## config.mk

```make
export PLATFORM = sky130hd
export DESIGN_NAME = fifo_sram_rd_stage
export DESIGN_NICKNAME = d
export VERILOG_FILES = /design/src/rtl/fifo_sram_rd_stage.sv
export SDC_FILE = /design/constraint.sdc
export NUM_CORES = 1
export LEC_CHECK = 0
export ABC_AREA = 1
export CELL_PAD_IN_SITES_DETAIL_PLACEMENT = 1
export CELL_PAD_IN_SITES_GLOBAL_PLACEMENT = 2
export CORE_MARGIN = 1.5
export CORE_UTILIZATION = 25
export DETAILED_ROUTE_END_ITERATION = 8
export PLACE_DENSITY_LB_ADDON = 0.1
export SETUP_SLACK_MARGIN = 0.15
export SLEW_MARGIN = 30
export SYNTH_ARGS = -nofsm -noshare
export SYNTH_HDL_FRONTEND = slang
export SYNTH_SLANG_ARGS = --single-unit
```

## constraint.sdc

```tcl
create_clock -name clk -period 4.2 [get_ports clk]
set_clock_uncertainty 0.15 [all_clocks]
set_input_delay 0.42 -clock clk [delete_from_list [all_inputs] [get_ports clk]]
set_output_delay 0.42 -clock clk [all_outputs]
set_load 0.05 [all_outputs]
```

## src/rtl/fifo_sram_rd_stage.sv

```systemverilog
// Async FIFO read-side stage: issues reads to SRAM port 1, captures data into a 2-entry skid buffer,
// and publishes binary/Gray read pointers. Define RD_LEVEL_EN to add the registered rd_level output.
module fifo_sram_rd_stage #(
    parameter int DATA_WIDTH = 32,
    parameter int ADDR_WIDTH = 8
) (
    input  logic                  clk,
    input  logic                  rst,
    input  logic [ADDR_WIDTH:0]   wptr_bin,
    output logic                  sram_csb1,
    output logic [ADDR_WIDTH-1:0] sram_addr1,
    input  logic [DATA_WIDTH-1:0] sram_dout1,
    output logic                  out_valid,
    input  logic                  out_ready,
    output logic [DATA_WIDTH-1:0] out_data,
    output logic [ADDR_WIDTH:0]   rptr_bin,
    output logic [ADDR_WIDTH:0]   rptr_gray,
    output logic                  empty
`ifdef RD_LEVEL_EN
    ,
    output logic [ADDR_WIDTH+1:0] rd_level
`endif
);

    localparam int PW = ADDR_WIDTH + 1;

    logic [PW-1:0]         iptr_q, iptr_d;
    logic [PW-1:0]         rptr_q, rptr_d;
    logic [PW-1:0]         rgray_q, rgray_d;
    logic [ADDR_WIDTH-1:0] addr_q, addr_d;
    logic                  inflight_q, inflight_d;
    logic [1:0]            buf_cnt_q, buf_cnt_d;
    logic                  head_q, head_d;
    logic [DATA_WIDTH-1:0] buf_q [2];
    logic [DATA_WIDTH-1:0] buf_d [2];

    logic       pop;
    logic       issue;
    logic [2:0] occ;

    always_comb begin
        iptr_d     = iptr_q;
        rptr_d     = rptr_q;
        addr_d     = addr_q;
        head_d     = head_q;
        buf_d[0]   = buf_q[0];
        buf_d[1]   = buf_q[1];
        buf_cnt_d  = buf_cnt_q;

        pop   = (buf_cnt_q != 2'd0) && out_ready;
        occ   = {1'b0, buf_cnt_q} + {2'b00, inflight_q};
        // Only issue if the word is guaranteed a buffer slot when it lands next cycle.
        issue = (iptr_q != wptr_bin) && ((occ <= 3'd1) || (pop && (occ <= 3'd2)));

        if (issue) begin
            iptr_d = iptr_q + 1'b1;
            addr_d = iptr_q[ADDR_WIDTH-1:0];
        end
        inflight_d = issue;

        // Read pointer commits only once the word has actually been captured.
        if (inflight_q) begin
            buf_d[head_q ^ buf_cnt_q[0]] = sram_dout1;
            rptr_d = rptr_q + 1'b1;
        end
        rgray_d = rptr_d ^ (rptr_d >> 1);

        buf_cnt_d = buf_cnt_q + {1'b0, inflight_q} - {1'b0, pop};
        if (pop) begin
            head_d = ~head_q;
        end
    end

    always_ff @(posedge clk or posedge rst) begin
        if (rst) begin
            iptr_q     <= '0;
            rptr_q     <= '0;
            rgray_q    <= '0;
            addr_q     <= '0;
            inflight_q <= 1'b0;
            buf_cnt_q  <= 2'd0;
            head_q     <= 1'b0;
            buf_q[0]   <= '0;
            buf_q[1]   <= '0;
        end else begin
            iptr_q     <= iptr_d;
            rptr_q     <= rptr_d;
            rgray_q    <= rgray_d;
            addr_q     <= addr_d;
            inflight_q <= inflight_d;
            buf_cnt_q  <= buf_cnt_d;
            head_q     <= head_d;
            buf_q[0]   <= buf_d[0];
            buf_q[1]   <= buf_d[1];
        end
    end

    assign sram_csb1  = ~issue;
    assign sram_addr1 = issue ? iptr_q[ADDR_WIDTH-1:0] : addr_q;
    assign out_valid  = (buf_cnt_q != 2'd0);
    assign out_data   = buf_q[head_q];
    assign rptr_bin   = rptr_q;
    assign rptr_gray  = rgray_q;
    assign empty      = (iptr_q == wptr_bin);

`ifdef RD_LEVEL_EN
    logic [PW:0]   level_q, level_d;
    logic [PW-1:0] unread;

    // Words still in the SRAM plus words already sitting in the skid buffer.
    always_comb begin
        unread  = wptr_bin - rptr_q;
        level_d = {1'b0, unread} + {{(PW-1){1'b0}}, buf_cnt_q};
    end

    always_ff @(posedge clk or posedge rst) begin
        if (rst) begin
            level_q <= '0;
        end else begin
            level_q <= level_d;
        end
    end

    assign rd_level = level_q;
`endif

endmodule

```

==> impl_summary.txt, run 1 <==
----------------------------------------------------
[Floorplanning]
  Cell Rows ... 50
  Chip Height ... 142 um
  Effective utilization at floorplan ... roughly 26%
  Area of the die ... 20100 um^2
  Overall die width ... ~140 um
  Number of top-level pins ... approximately 110
  CORE AREA ... ~19000 um^2

[Clock tree]
  Clock transition time at the flip-flop clock pins of the worst setup and hold paths ... roughly 0.07 ns
  Post-cts hold buffer count ... 0
  Clock tree root driver cell ... clkbuf_16
  Clock H-tree levels ... 3
  Postcts setup bufs ... 0
  CTS Buffer Depth ... 2
  Cts bufs inserted ... 9
  Insertion delay of the later-clocked pin in the worst-skew pair ... 0.35 ns
  CTS Sinks ... roughly 100
  Resized cells post-CTS ... 0
  CTS tree ... yes

[Setup path]
  Slowest cell on the critical path ... clkdlybuf4s50_1
  Max incr delay on CP ... around 0.70 ns
  Data arrival time of the worst path ... 3.24 ns
  Category of the worst setup path capture point ... output pin
  Number of stages on the worst setup path ... 9
  Crit path max-delay family ... buffers and inverters
  Maximum fanout along the worst path ... 19
  Kind of launch point of the worst setup path ... register
  Critical path buffer and inverter count ... 2
  Number of cells on the worst reg-to-reg path ... 8
  Critical path data required time ... 3.63 ns
  List of cells traversed by the critical path ... ha_1 > inv_1 > ha_1 > nand3b_1 > o21bai_4 > nand2_4 > nand2_1 > nand2_1 > clkdlybuf4s50_1
  Setup Crit Path Kind ... reg -> out
  Register-to-register setup slack ... roughly 1.7 ns

[Layout]
  Layout filler cell count ... ~2200
  Commonest non-fill, non-tap cell in the layout ... nand2_1
  Final-stage net count ... 643
  Number of inserted diodes ... 0
  Most used cells in the layout excluding fill and tap cells ... nand2_1, dfrtp_1, clkdlybuf4s50_1, mux2_2, inv_1
  Post-route cell area ... 6330 um^2
  Share of final-layout standard cells stronger than drive strength 1 ... 15.4%
  Finished Layout Cells ... 830
  Area growth, synth to finish ... 31.5%

[Timing]
  Least-Margin Pin Slew ... between 0.8 and 0.9 ns
  Hold Fails Final Rpt ... 0
  Period utilisation layout ... 90.8%
  Fin. max-slew vios ... 0
  Final count of negative-setup-slack endpoints ... 0
  Highest achievable clock rate ... approximately 0.26 GHz
  Worst hold slack ... ~0.32 ns
  Worst rel slew slack ... about two fifths
  Final worst path period need ... 3.81 ns
  Unrepaired setup endpoints after global routing ... no
  Final-layout setup total negative slack ... 0 ns

[Route]
  Count of antenna-violating nets left after detailed routing ... 0
  WL met3 ... a little under 400 um
  Via density ... ~4.4
  Routed wire length ... between 10000 and 15000 um
  Iteration count of the initial detailed-routing pass ... 4
  Top metal layer carrying routed signals ... met4
  Initial DRC Count ... 127
  Sum of routed wire segments on met1 ... between 5000 and 6000 um
  Met2 layer wire length in the routed design ... between 5000 and 6000 um
  DRC viols ... 0
  Post-detailed-route wirelength per cell ... about 15 um
  Routed via count ... between 3000 and 4000

[GRT]
  Number of global-route vias before repair ... 3955
  Number of antenna violations at the first check in global routing ... 0
  Global route total overflow ... 0
  First-pass GRT wire length ... a little over 20000 um
  Largest net degree at the start of global routing ... between 70 and 80
  Tot GR Track Use ... 13.1%

[Placement]
  # placed instances ... 815
  Placed inst area ... about 6000 um^2
  Detailed Place HPWL ... a little over 8000 um
  Final GP Congestion ... just over 0.7
  # port buffers ... between 100 and 150

[Synthesis]
  Net count after synthesis ... between 500 and 600
  Number of standard cells after synthesis ... 493
  Yosys warnings ... 0
  Fraction of the yosys area taken by sequential cells ... between 50% and 60%
  Total of flip-flops plus latches after synthesis ... slightly above 100
  Post-synth design cell area ... 4810 um^2
  Mean Syn Cell Area ... just under 10 um^2
  Number of distinct library cell variants in the gate-level netlist after synthesis ... 29

[Job]
  Max-capacitance violation count ... 0

[Run status]
  Result of the run ... complete, no violations

[Min path]
  Cell count of the worst hold path ... 2
  Worst min-delay path class ... reg -> reg

----------------------------------------------------
cell usage after synthesis, drive strengths merged:
library cell  count  area share (%)
a21o              1            0.16
a21oi             1            0.10
buf              13             2.5
clkbuf            8            0.65
clkinv            1           0.078
dfrtp           102              53
ha                7             1.8
inv              43             3.4
mux2             53              13
nand2           172              14
nand3            28             2.9
nand3b            1            0.16
nand4             4            0.52
nor2             10            0.94
nor3              2            0.31
o21ai            23             2.4
o21bai            1            0.39
xnor2             9             1.8
xor2             14             2.5
sequential cells by signal, summed over array words and instances, names as in the netlist:
register / count
head_q: 1
addr_q: 8
iptr_q: 9
buf_cnt_q: 2
rptr_bin: 8
inflight_q: 1
rptr_gray: 9
buf_q: 64
cells by family (layout without fill, tap and decap cells):
family	after synthesis	in the layout	synth area share (%)
simple gates	217	217	18.6
flops	102	102	53.0
buf+inv	65	168	6.63
mux	53	53	12.6
compound gates	26	26	3.04
xor+xnor	23	23	4.34
fa+ha+maj	7	7	1.82
layer usage:
metal | global-route usage (%) | vias up
li1 | - | 1756
met1 | 16.7 | 1805
met2 | 22.3 | 65
met3 | 2.80 | 12
met4 | 4.23 | 0
met5 | 0 | -
cell type report:
class | count | area (um^2) | share of cell area, %
flip-flops and latches | 102 | 2550 | 40.3
multi-input cells | 326 | 1940 | 30.7
repair buffers | 109 | 1050 | 16.6
well taps | 234 | 293 | 4.62
clock buffers | 10 | 239 | 3.77
inverters | 44 | 170 | 2.69
clock inverters | 5 | 82.6 | 1.30
metrics by stage:
step	util, %	setup slack [ns]
finish	33.7	0.386
floorplan	-	0.955
CTS	33.7	0.291
global route	33.7	0.155
global placement	32.0	0.759
detailed placement	32.0	0.691
final timing paths:
| check | start | endpoint |
|---|---|---|
| hold / removal | addr_q[3] | addr_q[3] |
| max in group asynchronous | rst | buf_q[61] |
| min in group asynchronous | rst | buf_q[8] |
| setup / recovery | inflight_q | sram_addr1[1] |
| setup reg to reg | inflight_q | addr_q[1] |
| hold reg to reg | addr_q[3] | addr_q[3] |
worst reg2reg max path, delay by kind of cell, from the launching register on:
kind | cells | cell delay [ns]
AND/OR/NAND/NOR | 4 | 0.59
flip-flops | 1 | 0.57
adder cells (fa/ha/maj) | 2 | 0.50
AO/OA/AOI/OAI | 1 | 0.49
buffers and inverters | 1 | 0.05
Power of run 1 is left out: the tool's default activity adds up to more than one toggle a clock period on the data nets, which glitch-free logic cannot reach.
==> inputs of run 2 (changes only) <==
--- a/config.mk
+++ b/config.mk
@@ -11,7 +11,7 @@
 export CORE_MARGIN = 1.5
 export CORE_UTILIZATION = 25
 export DETAILED_ROUTE_END_ITERATION = 8
-export PLACE_DENSITY_LB_ADDON = 0.1
+export PLACE_DENSITY = 0.68
 export SETUP_SLACK_MARGIN = 0.15
 export SLEW_MARGIN = 30
 export SYNTH_ARGS = -nofsm -noshare
==> impl_summary.txt, run 2 (synthesis results as in run 1) <==
----------------------------------------------------
[Job]
  Max-capacitance violation count ... 0 (unchanged)

[Layout]
  Layout filler cell count ... 2156 (was 2162)
  Register with the most flip-flops ... buf_q (unchanged)
  Most used cells in the layout excluding fill and tap cells ... nand2_1, dfrtp_1, clkdlybuf4s50_1, mux2_2, inv_1 (unchanged)
  Final-stage net count ... 644 (was 643)
  Area growth, synth to finish ... 31.8% (was 31.5%)
  Largest register FFs ... 64 (unchanged)
  Commonest non-fill, non-tap cell in the layout ... nand2_1 (unchanged)
  Number of inserted diodes ... 0 (unchanged)
  Share of final-layout standard cells stronger than drive strength 1 ... 15.7% (was 15.4%)

[Floorplanning]
  Overall die width ... 142 um (unchanged)
  Area of the die ... 20100 um^2 (unchanged)
  CORE AREA ... 18800 um^2 (unchanged)
  Cell Rows ... 50 (unchanged)
  Effective utilization at floorplan ... 25.7% (unchanged)
  Chip Height ... 142 um (unchanged)
  Number of top-level pins ... 105 (unchanged)

[Setup path]
  Setup Crit Path Kind ... reg -> out (unchanged)
  List of cells traversed by the critical path ... buf_4 > ha_1 > inv_1 > ha_1 > nand3b_1 > o21bai_4 > nand2_4 > nand2_1 > nand2_1 > clkdlybuf4s50_1 (was ha_1 > inv_1 > ha_1 > nand3b_1 > o21bai_4 > nand2_4 > nand2_1 > nand2_1 > clkdlybuf4s50_1)
  Crit path max-delay family ... buffers and inverters (unchanged)
  Max incr delay on CP ... 0.71 ns (was 0.70 ns)
  Data arrival time of the worst path ... 3.09 ns (was 3.24 ns)
  Critical path buffer and inverter count ... 3 (was 2)
  Category of the worst setup path capture point ... output pin (unchanged)
  Slowest cell on the critical path ... clkdlybuf4s50_1 (unchanged)
  Maximum fanout along the worst path ... 19 (unchanged)
  Kind of launch point of the worst setup path ... register (unchanged)
  Critical path data required time ... 3.63 ns (about the same)

[GRT]
  M1 GR Usage ... 16.8% (was 16.7%)
  Largest net degree at the start of global routing ... 81 (was 77)
  Met2 Use GR ... 21.0% (was 22.3%)
  Tot GR Track Use ... 12.8% (was 13.1%)
  Global route total overflow ... 0 (unchanged)
  First-pass GRT wire length ... 20100 um (was 20600 um)
  Met3 GRT Util ... 2.97% (was 2.80%)
  Number of global-route vias before repair ... 3881 (was 3955)
  Number of antenna violations at the first check in global routing ... 0 (unchanged)
  Most used routing layer in global routing ... met2 (unchanged)

[Route]
  Post-detailed-route wirelength per cell ... 14.6 um (was 15.0 um)
  Routed wire length ... 12100 um (was 12400 um)
  Routed via count ... 3617 (was 3638)
  Iteration count of the initial detailed-routing pass ... 4 (unchanged)
  Count of antenna-violating nets left after detailed routing ... 0 (unchanged)
  DRC viols ... 0 (unchanged)
  Initial DRC Count ... 131 (was 127)
  Via density ... 4.35 (was 4.38)

[Clock tree]
  CTS Buffer Depth ... 2 (unchanged)
  Insertion delay of the later-clocked pin in the worst-skew pair ... 0.34 ns (was 0.35 ns)
  Clock transition time at the flip-flop clock pins of the worst setup and hold paths ... 0.07 ns (about the same)
  Post-cts hold buffer count ... 0 (unchanged)
  Resized cells post-CTS ... 0 (unchanged)
  Postcts setup bufs ... 0 (unchanged)
  Cts bufs inserted ... 9 (unchanged)
  CTS Sinks ... 102 (unchanged)
  Clock H-tree levels ... 3 (unchanged)
  Clock tree root driver cell ... clkbuf_16 (unchanged)
  CTS tree ... yes (unchanged)

[Timing]
  Period utilisation layout ... 87.0% (was 90.8%)
  Highest achievable clock rate ... 0.274 GHz (was 0.262 GHz)
  Hold Fails Final Rpt ... 0 (unchanged)
  Fin. max-slew vios ... 0 (unchanged)
  Final count of negative-setup-slack endpoints ... 0 (unchanged)
  Unrepaired setup endpoints after global routing ... no (unchanged)
  Worst rel slew slack ... 43.5% (was 41.6%)
  Final-layout setup total negative slack ... 0 ns (unchanged)
  Least-Margin Pin Slew ... 0.843 ns (was 0.874 ns)
  Final worst path period need ... 3.66 ns (was 3.81 ns)

[Run status]
  Result of the run ... complete, no violations (unchanged)

[Placement]
  # port buffers ... 104 (unchanged)
  Detailed Place HPWL ... 8540 um (was 8150 um)
  Final GP Congestion ... 0.758 (was 0.725)

[Min path]
  Worst min-delay path class ... reg -> reg (unchanged)

----------------------------------------------------
[run 2: worst reg2reg max path: stages (launching register included)]
cell	delay (ns)
dfrtp_1	0.32
buf_4	0.17
ha_1	0.20
inv_1	0.05
ha_1	0.26
nand3b_1	0.11
o21bai_4	0.46
nand2_4	0.26
nand2_1	0.12
nand2_1	0.08
[run 2: metrics by stage]
step / std cells / setup WS [ns] / util, % / hold WS, ns / area [um^2]
after floorplan: 493 / 0.955 / - / 0.328 / 4810
after global placement: 815 / 0.855 / 32.0 / 0.303 / 6010
after detailed placement: 816 / 0.806 / 32.2 / 0.305 / 6040
after CTS: 832 / 0.485 / 33.8 / 0.324 / 6340
after global routing: 832 / 0.331 / 33.8 / 0.361 / 6340
final: 832 / 0.545 / 33.8 / 0.317 / 6340
[run 2: area by class of cell]
cell class,count,area [um^2],area share (%)
clock buffer,9,225,3.55
clock inverter,7,80.1,1.26
inverter,44,170,2.68
multi-input combinational,326,1940,30.6
sequential,102,2550,40.2
tap,234,293,4.61
timing repair buffer,110,1080,17.0
[run 2: path summary, 6_finish.rpt]
| path | endpoint | cells past startpoint | slack (ns) | startpoint |
|---|---|---|---|---|
| hold reg to reg | addr_q[3] | 2 | 0.32 | addr_q[3] |
| max in group asynchronous | buf_q[0] | 3 | 2.77 | rst |
| setup reg to reg | addr_q[6] | 9 | 1.90 | inflight_q |
| hold / removal | addr_q[3] | 2 | 0.32 | addr_q[3] |
| min in group asynchronous | buf_q[42] | 2 | 0.44 | rst |
| setup / recovery | sram_addr1[6] | 10 | 0.54 | inflight_q |
[run 2: metal layers]
layer	up-vias	share of wire (%)	routed length [um]
li1	1759	-	-
met1	1777	47	5700
met2	71	48	5830
met3	10	3.8	458
met4	0	1.0	126
met5	-	0	0
Power of run 2 is left out for the same reason.
